--- config.mk ---
export PLATFORM = sky130hd
export DESIGN_NAME = lsu_bus_master
export DESIGN_NICKNAME = d
export VERILOG_FILES = /design/src/rtl/lsu_bus_master_pkg.sv /design/src/rtl/lsu_data_align.sv /design/src/rtl/lsu_bus_master.sv
export SDC_FILE = /design/constraint.sdc
export NUM_CORES = 1
export LEC_CHECK = 0
export BUFFER_PORTS_ARGS = -buffer_cell sky130_fd_sc_hd__buf_4
export CELL_PAD_IN_SITES_DETAIL_PLACEMENT = 0
export CELL_PAD_IN_SITES_GLOBAL_PLACEMENT = 1
export CORE_AREA = 2 2 189 191
export DETAILED_ROUTE_END_ITERATION = 6
export DIE_AREA = 0 0 191 193
export MAX_ROUTING_LAYER = met4
export PLACE_DENSITY = 0.85
export SLEW_MARGIN = 20
export SYNTH_ARGS = -nofsm -noshare
export SYNTH_HDL_FRONTEND = slang
export SYNTH_HIERARCHICAL = 1
export SYNTH_SLANG_ARGS = --single-unit
--- constraint.sdc ---
create_clock -name clk -period 5.4 [get_ports clk]
set_input_delay 0 -clock clk [delete_from_list [all_inputs] [get_ports clk]]
set_output_delay 0 -clock clk [all_outputs]
set_load 0.05 [all_outputs]
--- src/rtl/lsu_bus_master_pkg.sv ---
// Shared encodings for the LSU bus initiator:
// request kinds, access sizes, error codes and FSM states.
package lsu_bus_master_pkg;

  localparam logic REQ_READ  = 1'b0;
  localparam logic REQ_WRITE = 1'b1;

  localparam logic [1:0] SZ_B = 2'b00;
  localparam logic [1:0] SZ_H = 2'b01;
  localparam logic [1:0] SZ_W = 2'b10;
  localparam logic [1:0] SZ_D = 2'b11;

  localparam logic [1:0] ERR_OK  = 2'b00;
  localparam logic [1:0] ERR_BUS = 2'b01;
  localparam logic [1:0] ERR_TMO = 2'b10;
  localparam logic [1:0] ERR_MIS = 2'b11;

  localparam logic [63:0] MTIMECMP_ADDR = 64'h0000_0000_0200_4000;

  typedef enum logic [1:0] {
    S_IDLE = 2'd0,
    S_REQ  = 2'd1,
    S_RESP = 2'd2
  } state_t;

  function automatic logic misaligned(
    input logic [1:0] size,
    input logic [2:0] off
  );
    logic m;
    m = 1'b0;
    unique case (size)
      SZ_H:    m = off[0];
      SZ_W:    m = |off[1:0];
      SZ_D:    m = |off;
      default: m = 1'b0;
    endcase
    return m;
  endfunction

endpackage

--- src/rtl/lsu_data_align.sv ---
// Byte-lane steering: store data shifted onto its lanes,
// load data pulled down, masked to size and extended.
module lsu_data_align
  import lsu_bus_master_pkg::*;
#(
  parameter int DATA_W = 64
) (
  input  logic [1:0]        size,
  input  logic              uns,
  input  logic [2:0]        st_off,
  input  logic [DATA_W-1:0] st_data,
  output logic [DATA_W-1:0] st_lane,
  input  logic [2:0]        ld_off,
  input  logic [DATA_W-1:0] ld_raw,
  output logic [DATA_W-1:0] ld_ext
);

  logic [DATA_W-1:0] sh;
  logic sx;

  assign st_lane = st_data << {st_off, 3'b000};
  assign sx = ~uns;

  always_comb begin
    sh = ld_raw >> {ld_off, 3'b000};
    ld_ext = sh;
    unique case (size)
      SZ_B: ld_ext = {{(DATA_W-8){sx & sh[7]}}, sh[7:0]};
      SZ_H: ld_ext = {{(DATA_W-16){sx & sh[15]}}, sh[15:0]};
      SZ_W: ld_ext = {{(DATA_W-32){sx & sh[31]}}, sh[31:0]};
      default: ld_ext = sh;
    endcase
  end

endmodule

--- src/rtl/lsu_bus_master.sv ---
// Single-outstanding load/store initiator for the core's
// valid/ready peripheral bus (CLINT and friends respond).
module lsu_bus_master
  import lsu_bus_master_pkg::*;
#(
  parameter int DATA_W  = 64,
  parameter int ADDR_W  = 64,
  parameter int TIMEOUT = 255
) (
  input  logic              clk,
  input  logic              rst,
  input  logic              lsu_req_valid,
  output logic              lsu_req_ready,
  input  logic              lsu_we,
  input  logic [1:0]        lsu_size,
  input  logic              lsu_unsigned,
  input  logic [ADDR_W-1:0] lsu_addr,
  input  logic [DATA_W-1:0] lsu_wdata,
  input  logic              lsu_flush,
  output logic              lsu_done,
  output logic [DATA_W-1:0] lsu_rdata,
  output logic [1:0]        lsu_err,
  output logic              bus_valid,
  output logic [ADDR_W-1:0] bus_addr,
  output logic [1:0]        bus_size,
  output logic              bus_req,
  output logic [DATA_W-1:0] bus_data_write,
  input  logic              bus_ready,
  input  logic [DATA_W-1:0] bus_data_read,
  input  logic [1:0]        bus_resp
);

  localparam int CW = $clog2(TIMEOUT + 2);

  state_t state, state_nx;
  logic [CW-1:0] cnt;
  logic kill, uns_q;
  logic accept, misal, tmo;
  logic [DATA_W-1:0] st_lane, ld_ext;

  assign lsu_req_ready = (state == S_IDLE);
  assign bus_valid = (state == S_REQ);
  assign accept = lsu_req_ready & lsu_req_valid;
  assign misal = misaligned(lsu_size, lsu_addr[2:0]);
  assign tmo = (TIMEOUT != 0) && !bus_ready
            && (cnt == CW'(TIMEOUT - 1));

  lsu_data_align #(.DATA_W(DATA_W)) u_align (
    .size    (bus_size),
    .uns     (uns_q),
    .st_off  (lsu_addr[2:0]),
    .st_data (lsu_wdata),
    .st_lane (st_lane),
    .ld_off  (bus_addr[2:0]),
    .ld_raw  (bus_data_read),
    .ld_ext  (ld_ext)
  );

  always_comb begin
    state_nx = state;
    lsu_done = 1'b0;
    unique case (state)
      S_IDLE: if (accept) state_nx = misal ? S_RESP : S_REQ;
      S_REQ:  if (bus_ready || tmo) state_nx = S_RESP;
      S_RESP: begin
        lsu_done = !kill && !lsu_flush;
        state_nx = S_IDLE;
      end
      default: state_nx = S_IDLE;
    endcase
  end

  always_ff @(posedge clk or posedge rst) begin
    if (rst) state <= S_IDLE;
    else     state <= state_nx;
  end

  always_ff @(posedge clk or posedge rst) begin
    if (rst) begin
      bus_addr       <= '0;
      bus_size       <= SZ_B;
      bus_req        <= REQ_READ;
      bus_data_write <= '0;
      lsu_rdata      <= '0;
      lsu_err        <= ERR_OK;
      cnt            <= '0;
      kill           <= 1'b0;
      uns_q          <= 1'b0;
    end else begin
      unique case (state)
        S_IDLE: if (accept) begin
          if (misal) begin
            lsu_err   <= ERR_MIS;
            lsu_rdata <= '0;
          end else begin
            bus_addr       <= lsu_addr;
            bus_size       <= lsu_size;
            bus_req        <= lsu_we;
            bus_data_write <= st_lane;
            uns_q          <= lsu_unsigned;
          end
        end
        S_REQ: begin
          if (lsu_flush) kill <= 1'b1;
          if (bus_ready) begin
            lsu_err   <= (|bus_resp) ? ERR_BUS : ERR_OK;
            lsu_rdata <= (bus_req == REQ_WRITE) ? '0 : ld_ext;
          end else if (tmo) begin
            lsu_err   <= ERR_TMO;
            lsu_rdata <= '0;
          end else begin
            cnt <= cnt + CW'(1);
          end
        end
        S_RESP: begin
          cnt  <= '0;
          kill <= 1'b0;
        end
        default: ;
      endcase
    end
  end

endmodule

==> results.json <==
{
  "outcome": "finished clean",
  "r2r-end": "lsu_rdata[48]",
  "end_kind": "flip-flop",
  "min_path_type": "in2reg",
  "postPlaceCellArea_sq_um": 15500,
  "synth_seq_cells": 210,
  "clockPowerShare_pct": 18.0,
  "fin_crit_sh_pct": 64.7,
  "area_growth_pct": 44.1,
  "p_int_mw": 5.35,
  "cts_resized": 0,
  "critical_path_class": "reg2reg",
  "grt_util_met3_pct": 5.45,
  "ys_seq_area_share_pct": 42.5,
  "drcViolationCount": 0,
  "final.setup.tns_ps": 0,
  "slew_violations": 0,
  "cts.sinks": 210,
  "start_util_pct": 35.4,
  "grt_max_degree": 135,
  "skew_ps": 12.9,
  "switchingPower_mw": 4.96,
  "die_y_um": 193,
  "cts-root-buf": "clkbuf_16",
  "cap_viol_max_count": 0,
  "cp.required_ps": 5840,
  "synth_compound_area_share_pct": 12.5,
  "grt_pass1_vias": 11500,
  "synth_most_common_cell": "dfrtp_1",
  "cp-startpoint": "bus_addr[0]",
  "use_met2_pct": 40.4,
  "ios": 403,
  "power_frac_comb_pct": 56.1,
  "synth_xor_area_share_pct": 0,
  "post-cts-setup-buffer-count": 0,
  "final-setup-viol-count": 0,
  "drt_iter0_markers": 715,
  "drt-wirelength-per-cell_um": 21.5,
  "htree_levels": 1,
  "hold_viol": 0,
  "gp_congestion": 0.895,
  "synth_area_sq_um": 12400,
  "netlist_instances": 1097,
  "synth_cell_types": 54,
  "period_minus_slack_ps": 3500,
  "worst_slew_pin_slew_ps": 1010,
  "yosysTopAreaCell": "dfrtp_1",
  "cts_tree": "built",
  "start_kind": "flip-flop",
  "syn_area_per_cell_sq_um": 11.3,
  "synthSimpleGateAreaFrac_pct": 12.8,
  "wirelength_um": 44300,
  "max_stage_delay_ps": 1060,
  "dieArea_sq_um": 36900,
  "finish.utilization_pct": 51.0,
  "min-delay-start": "bus_data_read[1]",
  "grt_setup_unrepaired": "false",
  "pre_cts_ws_ps": 1930,
  "grt_pass1_wl_um": 65900,
  "core_area_sq_um": 35000,
  "clock_latency_ps": 550,
  "dr.pass1.iters": 5,
  "final_antenna_net_count": 0,
  "vias": 11100,
  "cts_hold_buf": 141,
  "holdWs_ps": 14.0,
  "synthTopCellsByCount": "210 x dfrtp_1, 140 x mux2_2, 114 x mux2i_1",
  "cts.clk_slew.worst_paths_ps": 70,
  "drive_above_1_share_pct": 41.8,
  "grt_overflow": 0,
  "p_per_area_nw_per_um2": 578,
  "die_w_um": 191,
  "sw_frac_of_total_pct": 48.1,
  "ys_async_sr_fraction_pct": 100,
  "regToRegStartpoint": "bus_addr[0]",
  "core.rowCount": 69,
  "dpl.hpwl_um": 30400,
  "synth_fa_ha_area_share_pct": 0.505,
  "gr-usage-all-layers_pct": 23.8,
  "seq_power_share_pct": 25.9,
  "slowest_stage": "dfrtp_4",
  "ir_drop_mv": 0.588,
  "fin_area_sq_um": 17800,
  "timing.fmax_mhz": 286,
  "regToRegSetupSlack_ps": 1900,
  "port_buffers": 402,
  "vias_per_cell": 5.40,
  "synth_area_leaders": "dfrtp_1 42%, mux2_2 13%, mux2i_1 9.2%, a22o_1 4.5%, nand4_2 3.3%",
  "muxShareOfSynthArea_pct": 26.8,
  "path_cells": "mux2_1 > mux4_2 > nand3b_2 > buf_4 > nand4_2 > a22o_4",
  "crit_path_end": "lsu_rdata[48]",
  "synth_top_family_by_area": "multiplexers",
  "synth_edf_count": 0,
  "p_leak_nw": 8.48,
  "slew_headroom_pct": 32.3,
  "rr_worst_depth": 6,
  "synth_ff_type": "dfrtp_1",
  "grt_busiest_layer": "met2",
  "path_max_fanout": 70,
  "clock_path_buffers": 3,
  "fin_nets": 1788,
  "numCtsBuffers": 25,
  "met1_usage_pct": 27.0,
  "worstPathArrival_ps": 3930,
  "yosysTopAreaCellShare_pct": 42.5,
  "antenna_found_initial": 1,
  "syn-num-nets": 1305,
  "ys.warnings.count": 6,
  "setup_slack_ps": 1900
}
-- cell families after synthesis --
kind of cell / Yosys count
DFF: 210
AOI/OAI and AO/OA: 215
muxes: 295
adders and majority gates: 5
and+or+nand+nor: 266
buffers and inverters: 106
-- placed cells by master (no fill, tap or decap), types with 5 or more instances in the layout --
cell type,n
a211o_1,9
a21oi_1,33
a22o_1,63
a32oi_1,8
and2_1,11
buf_4,412
clkbuf_16,25
clkbuf_8,6
dfrtp_1,208
dlygate4sd3_1,141
ha_1,5
inv_1,6
mux2_1,27
mux2_2,140
mux2i_1,114
mux4_2,11
nand2_1,81
nand2b_1,12
nand3_1,11
nand3_2,8
nand4_2,33
nor2_1,57
nor2b_1,19
nor3b_1,5
o2111ai_1,6
o211ai_1,14
o21ai_0,44
o22ai_1,16
o2bb2ai_1,11
-- layer usage --
layer,up-vias,routed length [um]
met2,487,22200
met1,5514,16700
met4,0,1930
li1,5035,-
met5,-,0
met3,99,3440
-- area by class of cell --
class                   instances  area (sq um)
well taps                     461           577
diodes                          1          2.50
repair buffers                555          4540
fillers                      3107         17100
inverters                       7          30.0
clock buffers                  35           723
multi-input cells             781          6530
clock inverters                11           175
flip-flops and latches        210          5260
-- worst min path at each step --
stage,end,depth (start not counted)
floorplan,bus_addr[10],1
detailed placement,bus_data_write[5],2
global route,lsu_rdata[30],6
CTS,lsu_rdata[20],4
finish,lsu_rdata[1],6
global placement,bus_addr[63],2
-- power groups by stage --
stage          clock, mW  sequential, mW  combinational (mW)
6_report            1.86            2.67                5.78
5_1_grt             1.96            2.75                6.09
4_1_cts             1.90            2.65                5.75
3_5_place_dp           0            2.67                5.65
3_3_place_gp           0            2.64                5.61
2_1_floorplan          0            4.36                2.37
-- flip-flops by register name, summed over array words and instances, names as in the netlist, 2 cells and up --
| name | cells |
|---|---|
| lsu_rdata | 64 |
| bus_size | 2 |
| bus_addr | 64 |
| bus_data_write | 64 |
| cnt | 9 |
| lsu_err | 2 |
| state | 2 |
-- through the flow --
stage / power [mW] / instances
after floorplan: 6.73 / 1097
after global placement: 8.24 / 1873
after detailed placement: 8.32 / 1873
after CTS: 10.3 / 2060
after global routing: 10.8 / 2061
final: 10.3 / 2061
-- worst max-delay path, delay by kind of cell, from the launching register on --
kind / cells / cell delay (ps)
DFF: 1 / 1060
muxes: 2 / 870
and+or+nand+nor: 2 / 610
buffers and inverters: 1 / 560
AOI/OAI and AO/OA: 1 / 250
(Power assumes the default switching activity.)
